$ cat src/rtl/fetch_stage.sv
// fetch_stage: IF stage with PCF, single-entry fetch buffer and IF/ID register.
// A fetched word is either delivered straight into IF/ID, or parked in the
// buffer (state HOLD) while the hazard unit stalls, so memory is not re-read.
module fetch_stage #(
    parameter logic [31:0] RESET_PC = 32'h0000_0000,
    parameter int          CNT_W    = 16
) (
    input  logic             Clk,
    input  logic             Rst_n,
    input  logic             StallF,
    input  logic             StallD,
    input  logic             PCSrcD,
    input  logic [31:0]      PCBranchD,
    output logic [31:0]      ImemAddr,
    output logic             ImemReq,
    input  logic             ImemReady,
    input  logic [31:0]      ImemRdata,
    output logic [31:0]      PCF,
    output logic [31:0]      InstrD,
    output logic [31:0]      PCPlus4D,
    output logic             ValidD,
    output logic [CNT_W-1:0] FetchCount,
    output logic [CNT_W-1:0] BubbleCount
);

    typedef enum logic [0:0] {
        ST_REQ  = 1'b0,
        ST_HOLD = 1'b1
    } state_t;

    localparam logic [CNT_W-1:0] CNT_MAX = {CNT_W{1'b1}};
    localparam logic [CNT_W-1:0] CNT_ONE = {{(CNT_W-1){1'b0}}, 1'b1};
    localparam logic [31:0]      PC_MASK = 32'hFFFF_FFFC;

    state_t           r_state;
    logic [31:0]      r_pcf;
    logic [31:0]      r_buf_instr;
    logic [31:0]      r_instr_d;
    logic [31:0]      r_pcp4_d;
    logic             r_valid_d;
    logic [CNT_W-1:0] r_fetch_cnt;
    logic [CNT_W-1:0] r_bubble_cnt;

    state_t           w_state_nxt;
    logic [31:0]      w_pcf_nxt;
    logic [31:0]      w_buf_instr_nxt;
    logic [31:0]      w_instr_d_nxt;
    logic [31:0]      w_pcp4_d_nxt;
    logic             w_valid_d_nxt;
    logic [CNT_W-1:0] w_fetch_cnt_nxt;
    logic [CNT_W-1:0] w_bubble_cnt_nxt;
    logic             w_redirect;
    logic             w_advance;
    logic             w_load_valid;
    logic             w_load_bubble;
    logic [31:0]      w_deliver_word;
    logic [31:0]      w_pc_plus4;

    assign w_redirect = PCSrcD & ~StallD;
    assign w_advance  = ~StallF & ~StallD;
    assign w_pc_plus4 = r_pcf + 32'd4;

    // Next-state, PC, buffer and IF/ID selection; redirect wins over all else.
    always_comb begin
        w_state_nxt      = r_state;
        w_pcf_nxt        = r_pcf;
        w_buf_instr_nxt  = r_buf_instr;
        w_load_valid     = 1'b0;
        w_load_bubble    = 1'b0;
        w_deliver_word   = ImemRdata;
        w_instr_d_nxt    = r_instr_d;
        w_pcp4_d_nxt     = r_pcp4_d;
        w_valid_d_nxt    = r_valid_d;
        w_fetch_cnt_nxt  = r_fetch_cnt;
        w_bubble_cnt_nxt = r_bubble_cnt;

        if (w_redirect) begin
            w_pcf_nxt       = PCBranchD & PC_MASK;
            w_state_nxt     = ST_REQ;
            w_buf_instr_nxt = 32'h0000_0000;
            w_load_bubble   = 1'b1;
        end else begin
            case (r_state)
                ST_REQ: begin
                    if (ImemReady) begin
                        if (w_advance) begin
                            w_load_valid   = 1'b1;
                            w_deliver_word = ImemRdata;
                            w_pcf_nxt      = w_pc_plus4;
                        end else begin
                            // Park the word; the address stays put until release.
                            w_buf_instr_nxt = ImemRdata;
                            w_state_nxt     = ST_HOLD;
                            w_load_bubble   = ~StallD;
                        end
                    end else begin
                        w_load_bubble = ~StallD;
                    end
                end
                ST_HOLD: begin
                    if (w_advance) begin
                        w_load_valid   = 1'b1;
                        w_deliver_word = r_buf_instr;
                        w_pcf_nxt      = w_pc_plus4;
                        w_state_nxt    = ST_REQ;
                    end else begin
                        w_load_bubble = ~StallD;
                    end
                end
                default: begin
                    w_state_nxt = ST_REQ;
                end
            endcase
        end

        if (w_load_valid) begin
            w_instr_d_nxt = w_deliver_word;
            w_pcp4_d_nxt  = w_pc_plus4;
            w_valid_d_nxt = 1'b1;
        end else if (w_load_bubble) begin
            w_instr_d_nxt = 32'h0000_0000;
            w_pcp4_d_nxt  = 32'h0000_0000;
            w_valid_d_nxt = 1'b0;
        end else begin
            w_valid_d_nxt = r_valid_d;
        end

        if (w_load_valid && (r_fetch_cnt != CNT_MAX)) begin
            w_fetch_cnt_nxt = r_fetch_cnt + CNT_ONE;
        end else begin
            w_fetch_cnt_nxt = r_fetch_cnt;
        end

        if (w_load_bubble && (r_bubble_cnt != CNT_MAX)) begin
            w_bubble_cnt_nxt = r_bubble_cnt + CNT_ONE;
        end else begin
            w_bubble_cnt_nxt = r_bubble_cnt;
        end
    end

    // State register with synchronous active-low reset taking priority.
    always_ff @(posedge Clk) begin
        if (!Rst_n) begin
            r_state      <= ST_REQ;
            r_pcf        <= RESET_PC & PC_MASK;
            r_buf_instr  <= 32'h0000_0000;
            r_instr_d    <= 32'h0000_0000;
            r_pcp4_d     <= 32'h0000_0000;
            r_valid_d    <= 1'b0;
            r_fetch_cnt  <= {CNT_W{1'b0}};
            r_bubble_cnt <= {CNT_W{1'b0}};
        end else begin
            r_state      <= w_state_nxt;
            r_pcf        <= w_pcf_nxt;
            r_buf_instr  <= w_buf_instr_nxt;
            r_instr_d    <= w_instr_d_nxt;
            r_pcp4_d     <= w_pcp4_d_nxt;
            r_valid_d    <= w_valid_d_nxt;
            r_fetch_cnt  <= w_fetch_cnt_nxt;
            r_bubble_cnt <= w_bubble_cnt_nxt;
        end
    end

    assign ImemAddr    = r_pcf;
    assign ImemReq     = (r_state == ST_REQ);
    assign PCF         = r_pcf;
    assign InstrD      = r_instr_d;
    assign PCPlus4D    = r_pcp4_d;
    assign ValidD      = r_valid_d;
    assign FetchCount  = r_fetch_cnt;
    assign BubbleCount = r_bubble_cnt;

endmodule

$ cat config.mk
export PLATFORM = sky130hd
export DESIGN_NAME = fetch_stage
export DESIGN_NICKNAME = d
export VERILOG_FILES = /design/src/rtl/fetch_stage.sv
export SDC_FILE = /design/constraint.sdc
export NUM_CORES = 1
export LEC_CHECK = 0
export ABC_AREA = 1
export CORE_MARGIN = 5
export CORE_UTILIZATION = 25
export CTS_CLUSTER_SIZE = 24
export DETAILED_ROUTE_END_ITERATION = 6
export PLACE_DENSITY = 0.49
export REMOVE_ABC_BUFFERS = 1
export SETUP_SLACK_MARGIN = 0.15
export SLEW_MARGIN = 0
export SYNTH_ARGS = -nofsm -noshare
export SYNTH_HDL_FRONTEND = slang
export SYNTH_SLANG_ARGS = --single-unit
$ cat constraint.sdc
create_clock -name Clk -period 1.38 [get_ports Clk]
set_input_delay 0.414 -clock Clk [delete_from_list [all_inputs] [get_ports Clk]]
set_output_delay 0.414 -clock Clk [all_outputs]
set_load 0.1 [all_outputs]
; Word-level counts from Yosys, hierarchy flattened
; Index checks and enable logic that the tools add are counted.
[op_classes]
addsub = 3
eq_ne = 4
n_mux = 23
bitwise_logic = 6
reduce_logical = 5
[op_table]
columns = cell, count
row1 = 32-bit 2-to-1 mux, 8
row2 = 32-bit one-hot mux with 2 select lines, 2
row3 = 16-bit by 1-bit adder with 16-bit output (second input constant), 2
row4 = 32-bit by 3-bit adder with 32-bit output (second input constant), 1
row5 = 16-bit inequality test (second input constant), 2
row6 = 1-bit 2-to-1 mux, 10
row7 = 1-bit one-hot mux with 2 select lines, 3
row8 = 1-bit inverter, 4
row9 = 3-bit by 1-bit inequality test with 1-bit output (second input constant), 1
row10 = 1-bit bitwise AND, 2
row11 = 1-bit logical AND, 2
row12 = 2-bit by 1-bit inequality test with 1-bit output (second input constant), 1
row13 = 2-bit AND reduction, 1
row14 = 2-bit nonzero test, 1
row15 = 2-bit OR reduction, 1
[totals]
regBits = 162
input_bits = 70
out_inout_bits = 162
word_cells = 50

; Logic depth before layout (Yosys ltp)
; Gate-level depths: netlist of the first run.
[logic_depth]
depth_word = 8
ltp_mapped = 10
ltp_nobuf = 10

; Least setup slack after synthesis of the first run
; Ideal clock, no wire load.
[synth_path]
path_kind = register -> register
start = register r_bubble_cnt[1] (netlist: BubbleCount[1])
end = register r_bubble_cnt[1] (netlist: BubbleCount[1])
setup_ps = 117
arrival_time_ps = 2215
required_time_ps = 1263
slack_ps = -952
path_stages_with_launch = 10
path_buffers = 1
period_less_slack_ps = 2332
cell_sequence = dfxtp_1 > ha_1 > nand3_2 > nor3_2 > nand2_1 > nand2_4 > inv_2 > buf_6 > nor2_1 > nor2_1
[synth_via]
elab_chain_cells = 2
word_cells_on_any_way = 3
cone_classes = add/sub: 1 / eq/ne: 1 / reduce/logical: 1
[synth_lines]
columns = item, line
row1 = from (decl), 42  ; logic [CNT_W-1:0] r_bubble_cnt;
row2 = from (signal assigned), 151  ; r_bubble_cnt <= {CNT_W{1'b0}};
row3 = from (signal assigned), 160  ; r_bubble_cnt <= w_bubble_cnt_nxt;
row4 = branches (longest 2 deep; another with 16-bit by 1-bit adder with 16-bit output), n/a
; Parallel ways; which one is timed is not known.
; A chain may end at the register's enable or synchronous reset.

; Worst setup path after layout of the first run
[layout_path]
start = register r_pcf[3] (netlist: ImemAddr[3])
end = output port ImemAddr[3]
[layout_lines]
columns = item, line
row1 = from (decl), 36  ; logic [31:0] r_pcf;
row2 = from (signal assigned), 145  ; r_pcf <= RESET_PC & PC_MASK;
row3 = from (signal assigned), 154  ; r_pcf <= w_pcf_nxt;
row4 = to (decl), 14  ; output logic [31:0] ImemAddr,
; No word-level cell between the ends.

==> results of run 1 <==
layout make-up:
| cell class | count | area [um2] |
|---|---|---|
| Antenna cell | 2 | 5.00 |
| Clock buffer | 18 | 439 |
| Clock inverter | 14 | 133 |
| Fill cell | 2907 | 15200 |
| Inverter | 124 | 503 |
| Multi-Input combinational cell | 852 | 5300 |
| Sequential cell | 158 | 3370 |
| Tap cell | 442 | 553 |
| Timing Repair Buffer | 532 | 7080 |
| Timing Repair inverter | 1 | 6.26 |
synthesized netlist by cell type (all sizes together) (2+ instances only):
master | instances | share of area [%]
a21oi | 185 | 11
a22oi | 18 | 1.6
a31oi | 9 | 0.68
and2 | 2 | 0.15
buf | 69 | 5.9
clkbuf | 28 | 1.3
dfxtp | 158 | 38
ha | 3 | 0.45
inv | 123 | 5.6
nand2 | 337 | 16
nand3 | 59 | 3.7
nand3b | 4 | 0.36
nand4 | 10 | 0.76
nor2 | 90 | 4.9
nor3 | 14 | 1.0
o211ai | 7 | 0.63
o21ai | 76 | 4.7
o21bai | 2 | 0.18
xnor2 | 12 | 1.3
xor2 | 14 | 1.5
worst reg2reg max path, stage by stage, from the launching register on:
cell and delay, ps:
dfxtp_4 370, ha_4 150, nand2_4 50, nor2_4 120, buf_6 120, nand3b_1 140
o21bai_1 220, nand3_2 160, a21oi_1 150
path summary, 6_finish.rpt:
check,start,end,slack (ps),cells past startpoint
hold / removal,StallD,r_state$_SDFF_PP0_,430,4
setup reg to reg,ImemAddr[3]$_SDFFE_PN0P_,PCPlus4D[24]$_SDFFE_PN0P_,-150,8
setup / recovery,ImemAddr[3]$_SDFFE_PN0P_,ImemAddr[3],-220,3
hold reg to reg,InstrD[25]$_SDFFE_PN0P_,InstrD[25]$_SDFFE_PN0P_,480,2
sequential cells by signal, indices dropped and copies added (netlist names):
name and flops:
r_state 1, ImemAddr 30, FetchCount 16, PCPlus4D 30, BubbleCount 16, InstrD 32
ValidD 1, r_buf_instr 32
stage by stage:
stage | setup TNS [ps] | hold WS (ps) | std cells | power [mW]
2_1_floorplan | -220750 | 509 | 1132 | 6.51
3_3_place_gp | -75850 | 481 | 1954 | 7.84
3_5_place_dp | -79540 | 484 | 1954 | 7.85
4_1_cts | -15540 | 398 | 2108 | 13.1
5_1_grt | -28580 | 418 | 2143 | 13.7
6_report | -14290 | 429 | 2143 | 13.2
power groups by stage:
| stage | clock network [mW] | registers, mW | logic [mW] |
|---|---|---|---|
| after floorplan | 0 | 5.83 | 0.674 |
| after global placement | 0 | 4.91 | 2.92 |
| after detailed placement | 0 | 4.91 | 2.94 |
| after CTS | 4.90 | 4.81 | 3.39 |
| after global routing | 5.08 | 4.82 | 3.79 |
| final | 4.76 | 4.81 | 3.62 |
per-layer routing:
metal	GRT usage, %	routed length (um)
met1	21.8	14700
met2	31.0	18100
met3	3.82	1890
met4	4.17	401
met5	0	58
logic make-up (layout without fill, tap and decap cells):
logic type / after synthesis / count (layout) / share of synthesized area, %
fa+ha+maj: 3 / 3 / 0.453
compound gates: 297 / 297 / 19.1
buf+inv: 221 / 689 / 12.8
flops: 158 / 158 / 38.2
other cells: 1 / 8 / 0.0453
simple gates: 518 / 520 / 26.6
xor+xnor: 26 / 26 / 2.75
placed cells by master, fill, tap and decap left out, drive strengths merged:
master and count:
nor2 90, nand3 59, a21oi 185, clkinvlp 1
ha 3, xor2 14, and2 2, conb 6
clkinv 2, o21ai 76, nand3b 4, o211ai 7
o21bai 2, clkbuf 24, xnor2 12, a22oi 18
nor3b 1, clkdlybuf4s50 62, nor3 14, a31oi 9
bufbuf 1, nand2 339, dfxtp 158, or2 1
nand4 10, dlygate4sd2 2, inv 136, diode 2
buf 460, clkdlybuf4s15 1
what timing repair did:
action                     4_1_cts  5_1_grt
hold endpoints to repair         0        0
buffers inserted               109       26
setup endpoints to repair      313      304
resized for setup              365      285
pin swaps                       64      111
gates cloned                    13        7
==> impl_metrics.env, run 1 <==
export IMPL_outcome="complete, but fails checks"
export IMPL_violations="negative setup slack"
export IMPL_overflow=0
export IMPL_drt_iter0_drc=543
export IMPL_cp_max_fo=3
export IMPL_die_h_um=192
export IMPL_ios=232
export IMPL_async_flop_share_pct=0
export IMPL_final_layout_size_suffix_gt1_share_pct=53.3
export IMPL_power_per_cell_area_nw_per_um2=758
export IMPL_final_hold_violation_count=0
export IMPL_placed_area_um2=13400
export IMPL_cts_buffers_inserted=17
export IMPL_p_sw_mw=4.54
export IMPL_fin_area_um2=17400
export IMPL_ctsHoldBuffers=0
export IMPL_root_buffer="clkbuf_16"
export IMPL_hpwl_um=21600
export IMPL_coreArea_um2=32600
export IMPL_min_period_over_period_pct=116
export IMPL_skew_ps=24.9
export IMPL_worst_slack_ps=-217
export IMPL_via_count=9945
export IMPL_power_frac_clock_pct=36.1
export IMPL_grt_pass1_wl_um=51500
export IMPL_p_comb_share_pct=27.4
export IMPL_syn_inst=1224
export IMPL_die_area_um2=36900
export IMPL_slowest_stage="dfxtp_4"
export IMPL_drc_errors=0
export IMPL_slowest_delay_ps=360
export IMPL_netlist_area_um2=8280
export IMPL_required_ps=970
export IMPL_cts_htree_levels=4
export IMPL_crit_buf_inv=3
export IMPL_dr_pass1_iters=5
export IMPL_cp_start_kind="flip-flop"
export IMPL_rows=66
export IMPL_rsz0062_at_grt="true"
export IMPL_ys_warnings_count=0
export IMPL_grt_pass1_vias=9542
export IMPL_cts_tree="yes"
export IMPL_area_growth_pct=110
export IMPL_die_width_um=192
export IMPL_antenna_found_initial=7
export IMPL_power_frac_seq_pct=36.5
export IMPL_cp_arrival_ps=1180
export IMPL_cts_num_sinks=158
export IMPL_final_core_util_pct=53.3
export IMPL_wl_um=35200
export IMPL_cp_end_kind="output pin"
export IMPL_synth_edf_count=0
export IMPL_gp_congestion=0.880
export IMPL_slew_viol_final=0
export IMPL_grt_use_total_pct=17.5
export IMPL_dp_slack_ps=-626
export IMPL_clkSlewWorstSetupHoldPaths_ps=70
export IMPL_critPathTopFamily="buffers and inverters"
export IMPL_min_path_type="input port to flip-flop"
export IMPL_initial_core_util_pct=25.4
export IMPL_p_leak_nw=7.29
export IMPL_power_internal_mw=8.64
export IMPL_yosys_most_used_dff="dfxtp_1"
export IMPL_p_sw_share_pct=34.4
export IMPL_setup_viol=185
export IMPL_synth_seq_area_share_pct=38.2
export IMPL_irDropWorstVdd_v=0.000860
export IMPL_fin_crit_ps=1600
export IMPL_path_common_cell="buf_6"
export IMPL_vias_per_cell=4.64
export IMPL_synth_distinct_cells=38
export IMPL_cap_violations=0
export IMPL_synth_ff_latch_count=158
export IMPL_numPortBuffers=223
export IMPL_syn_avg_cell_area_um2=6.77
export IMPL_routedWlPerCell_um=16.4
export IMPL_critical_path_class="flip-flop to output pin"
export IMPL_nets=1759
export IMPL_crit_path_cell_trace="buf_6, buf_6, buf_12"
export IMPL_cts_buffer_depth=2
export IMPL_clock_latency_ps=440
export IMPL_drtAntennaViolNets=0
export IMPL_grt_max_degree=43
export IMPL_max_freq_mhz=626
No activity file was read; power rests on OpenSTA's default activity.
==> run 2: changes to the inputs <==
--- a/config.mk
+++ b/config.mk
@@ -10,7 +10,8 @@
 export CORE_UTILIZATION = 25
 export CTS_CLUSTER_SIZE = 24
 export DETAILED_ROUTE_END_ITERATION = 6
-export PLACE_DENSITY = 0.49
+export GPL_TIMING_DRIVEN = 0
+export PLACE_DENSITY = 0.47
 export REMOVE_ABC_BUFFERS = 1
 export SETUP_SLACK_MARGIN = 0.15
 export SLEW_MARGIN = 0
==> constraint.sdc (replaced) <==
create_clock -name Clk -period 2.05 [get_ports Clk]
set_input_delay 0.615 -clock Clk [delete_from_list [all_inputs] [get_ports Clk]]
set_output_delay 0.615 -clock Clk [all_outputs]
set_load 0.1 [all_outputs]
==> impl_metrics.env, run 2 (synthesis gave the netlist of run 1 again) <==
export IMPL_antenna_found_initial=3
export IMPL_numPortBuffers=223
export IMPL_final_common_cell="nand2_1"
export IMPL_drc_errors=0
export IMPL_worst_slack_ps=139
export IMPL_cts_tree="yes"
export IMPL_crit_path_cell_trace="clkbuf_4"
export IMPL_worstHoldEndpoint="InstrD[10]$_SDFFE_PN0P_"
export IMPL_final_cell_mix="nand2_1, a21oi_1, dfxtp_1"
export IMPL_nets=1467
export IMPL_relSlewSlack_pct=53.5
export IMPL_routedWlPerCell_um=15.8
export IMPL_grt_use_total_pct=15.7
export IMPL_gp_congestion=0.845
export IMPL_p_leak_nw=4.53
export IMPL_r2r_slack_ps=300
export IMPL_slew_viol_final=0
export IMPL_cp_start_kind="flip-flop"
export IMPL_timing_rr_start="ImemAddr[6]$_SDFFE_PN0P_"
export IMPL_worst_slew_pin_slew_ps=695
export IMPL_die_h_um=192
export IMPL_r2r_cells=8
export IMPL_drtAntennaViolNets=0
export IMPL_reg2reg_to="PCPlus4D[29]$_SDFFE_PN0P_"
export IMPL_die_width_um=192
export IMPL_clkSlewWorstSetupHoldPaths_ps=60
export IMPL_min_path_type="flip-flop to flip-flop"
export IMPL_cp_max_fo=7
export IMPL_initial_core_util_pct=25.4
export IMPL_dr_pass1_iters=4
export IMPL_placed_area_um2=10600
export IMPL_cts_num_sinks=158
export IMPL_rows=66
export IMPL_outcome="finished clean"
export IMPL_fin_crit_ps=1910
export IMPL_overflow=0
export IMPL_slowest_stage="dfxtp_1"
export IMPL_drt_iter0_drc=392
export IMPL_min_period_over_period_pct=93.2
export IMPL_clock_latency_ps=440
export IMPL_critPathTopFamily="flip-flops"
export IMPL_final_hold_violation_count=0
export IMPL_coreArea_um2=32600
export IMPL_cts_buffers_inserted=17
export IMPL_grt_pass1_wl_um=45400
export IMPL_critical_path_class="flip-flop to output pin"
export IMPL_cp_end_kind="output pin"
export IMPL_cts_buffer_depth=2
export IMPL_grt_max_degree=75
export IMPL_grt_pass1_vias=7934
export IMPL_power_per_cell_area_nw_per_um2=723
export IMPL_rsz0062_at_grt="true"
export IMPL_cts_htree_levels=4
export IMPL_skew_ps=10.5
export IMPL_cp_arrival_ps=1300
export IMPL_total_power_mw=8.02
export IMPL_max_freq_mhz=523
export IMPL_die_area_um2=36900
export IMPL_hp_start="InstrD[10]$_SDFFE_PN0P_"
export IMPL_holdPathStages=2
export IMPL_crit_buf_inv=1
export IMPL_hpwl_um=18800
export IMPL_cap_violations=0
export IMPL_final_layout_size_suffix_gt1_share_pct=18.7
export IMPL_fin_area_um2=11100
export IMPL_irDropWorstVdd_v=0.000513
export IMPL_root_buffer="clkbuf_16"
export IMPL_vias_per_cell=4.50
export IMPL_setup_viol=0
export IMPL_slowest_delay_ps=470
export IMPL_required_ps=1430
export IMPL_via_count=8328
export IMPL_area_growth_pct=33.9
export IMPL_wl_um=29200
export IMPL_dp_slack_ps=-1770
export IMPL_ios=232
run 2: layout make-up:
cell class                      instances  area (um2)
Multi-Input combinational cell        854        4150
Tap cell                              442         553
Timing Repair Buffer                  238        2120
Sequential cell                       158        3180
Inverter                              124         504
Clock buffer                           21         470
Timing Repair inverter                  1        8.76
Clock inverter                         11        91.3
Fill cell                            3554       21500
Antenna cell                            1        2.50
run 2: what timing repair did:
action / in CTS / in global routing
pin swaps: 7 / 3
endpoints found under the setup margin: 298 / 162
gates resized for setup: 913 / 70
setup buffers: 9 / 2
hold buffers: 0 / 0
cloned: 5 / 0
run 2: worst max-delay path by stage:
stage | depth (start not counted) | startpoint | endpoint | slack (ps)
global route | 1 | ImemAddr[5]$_SDFFE_PN0P_ | ImemAddr[5] | 60
floorplan | 8 | ImemAddr[2]$_SDFFE_PN0P_ | ImemAddr[18]$_SDFFE_PN0P_ | -1110
CTS | 1 | ImemAddr[5]$_SDFFE_PN0P_ | ImemAddr[5] | 8
global placement | 8 | StallD | FetchCount[10]$_SDFFE_PN0P_ | -4960
finish | 1 | ImemAddr[5]$_SDFFE_PN0P_ | ImemAddr[5] | 140
detailed placement | 8 | StallD | FetchCount[8]$_SDFFE_PN0P_ | -1770
run 2: per-stage QoR:
step / setup TNS [ps] / util [%] / hold slack, ps / cells
after global routing: 0 / 34.0 / 463 / 1850
after global placement: -673850 / 32.2 / 443 / 1797
after floorplan: -101010 / - / 509 / 1132
final: 0 / 34.0 / 450 / 1850
after detailed placement: -202060 / 32.5 / 446 / 1801
after CTS: 0 / 33.5 / 452 / 1847
run 2: where the power goes:
group          internal [mW]  total [mW]  switching, mW
Clock                   1.76        3.12           1.36
Combinational          0.440        1.62           1.18
Sequential              3.17        3.28          0.111
run 2: tightest hold or removal path, stage by stage, from the launching register on:
cell	delay (ps)
dfxtp_1	300
nand2_1	50
a21oi_1	50
run 2: routing by layer:
layer	up-vias	GRT usage, %	wire length [um]
li1	4273	-	-
met1	3836	20.0	13300
met2	189	26.3	13800
met3	26	4.42	1750
met4	4	3.95	393
met5	-	0	27
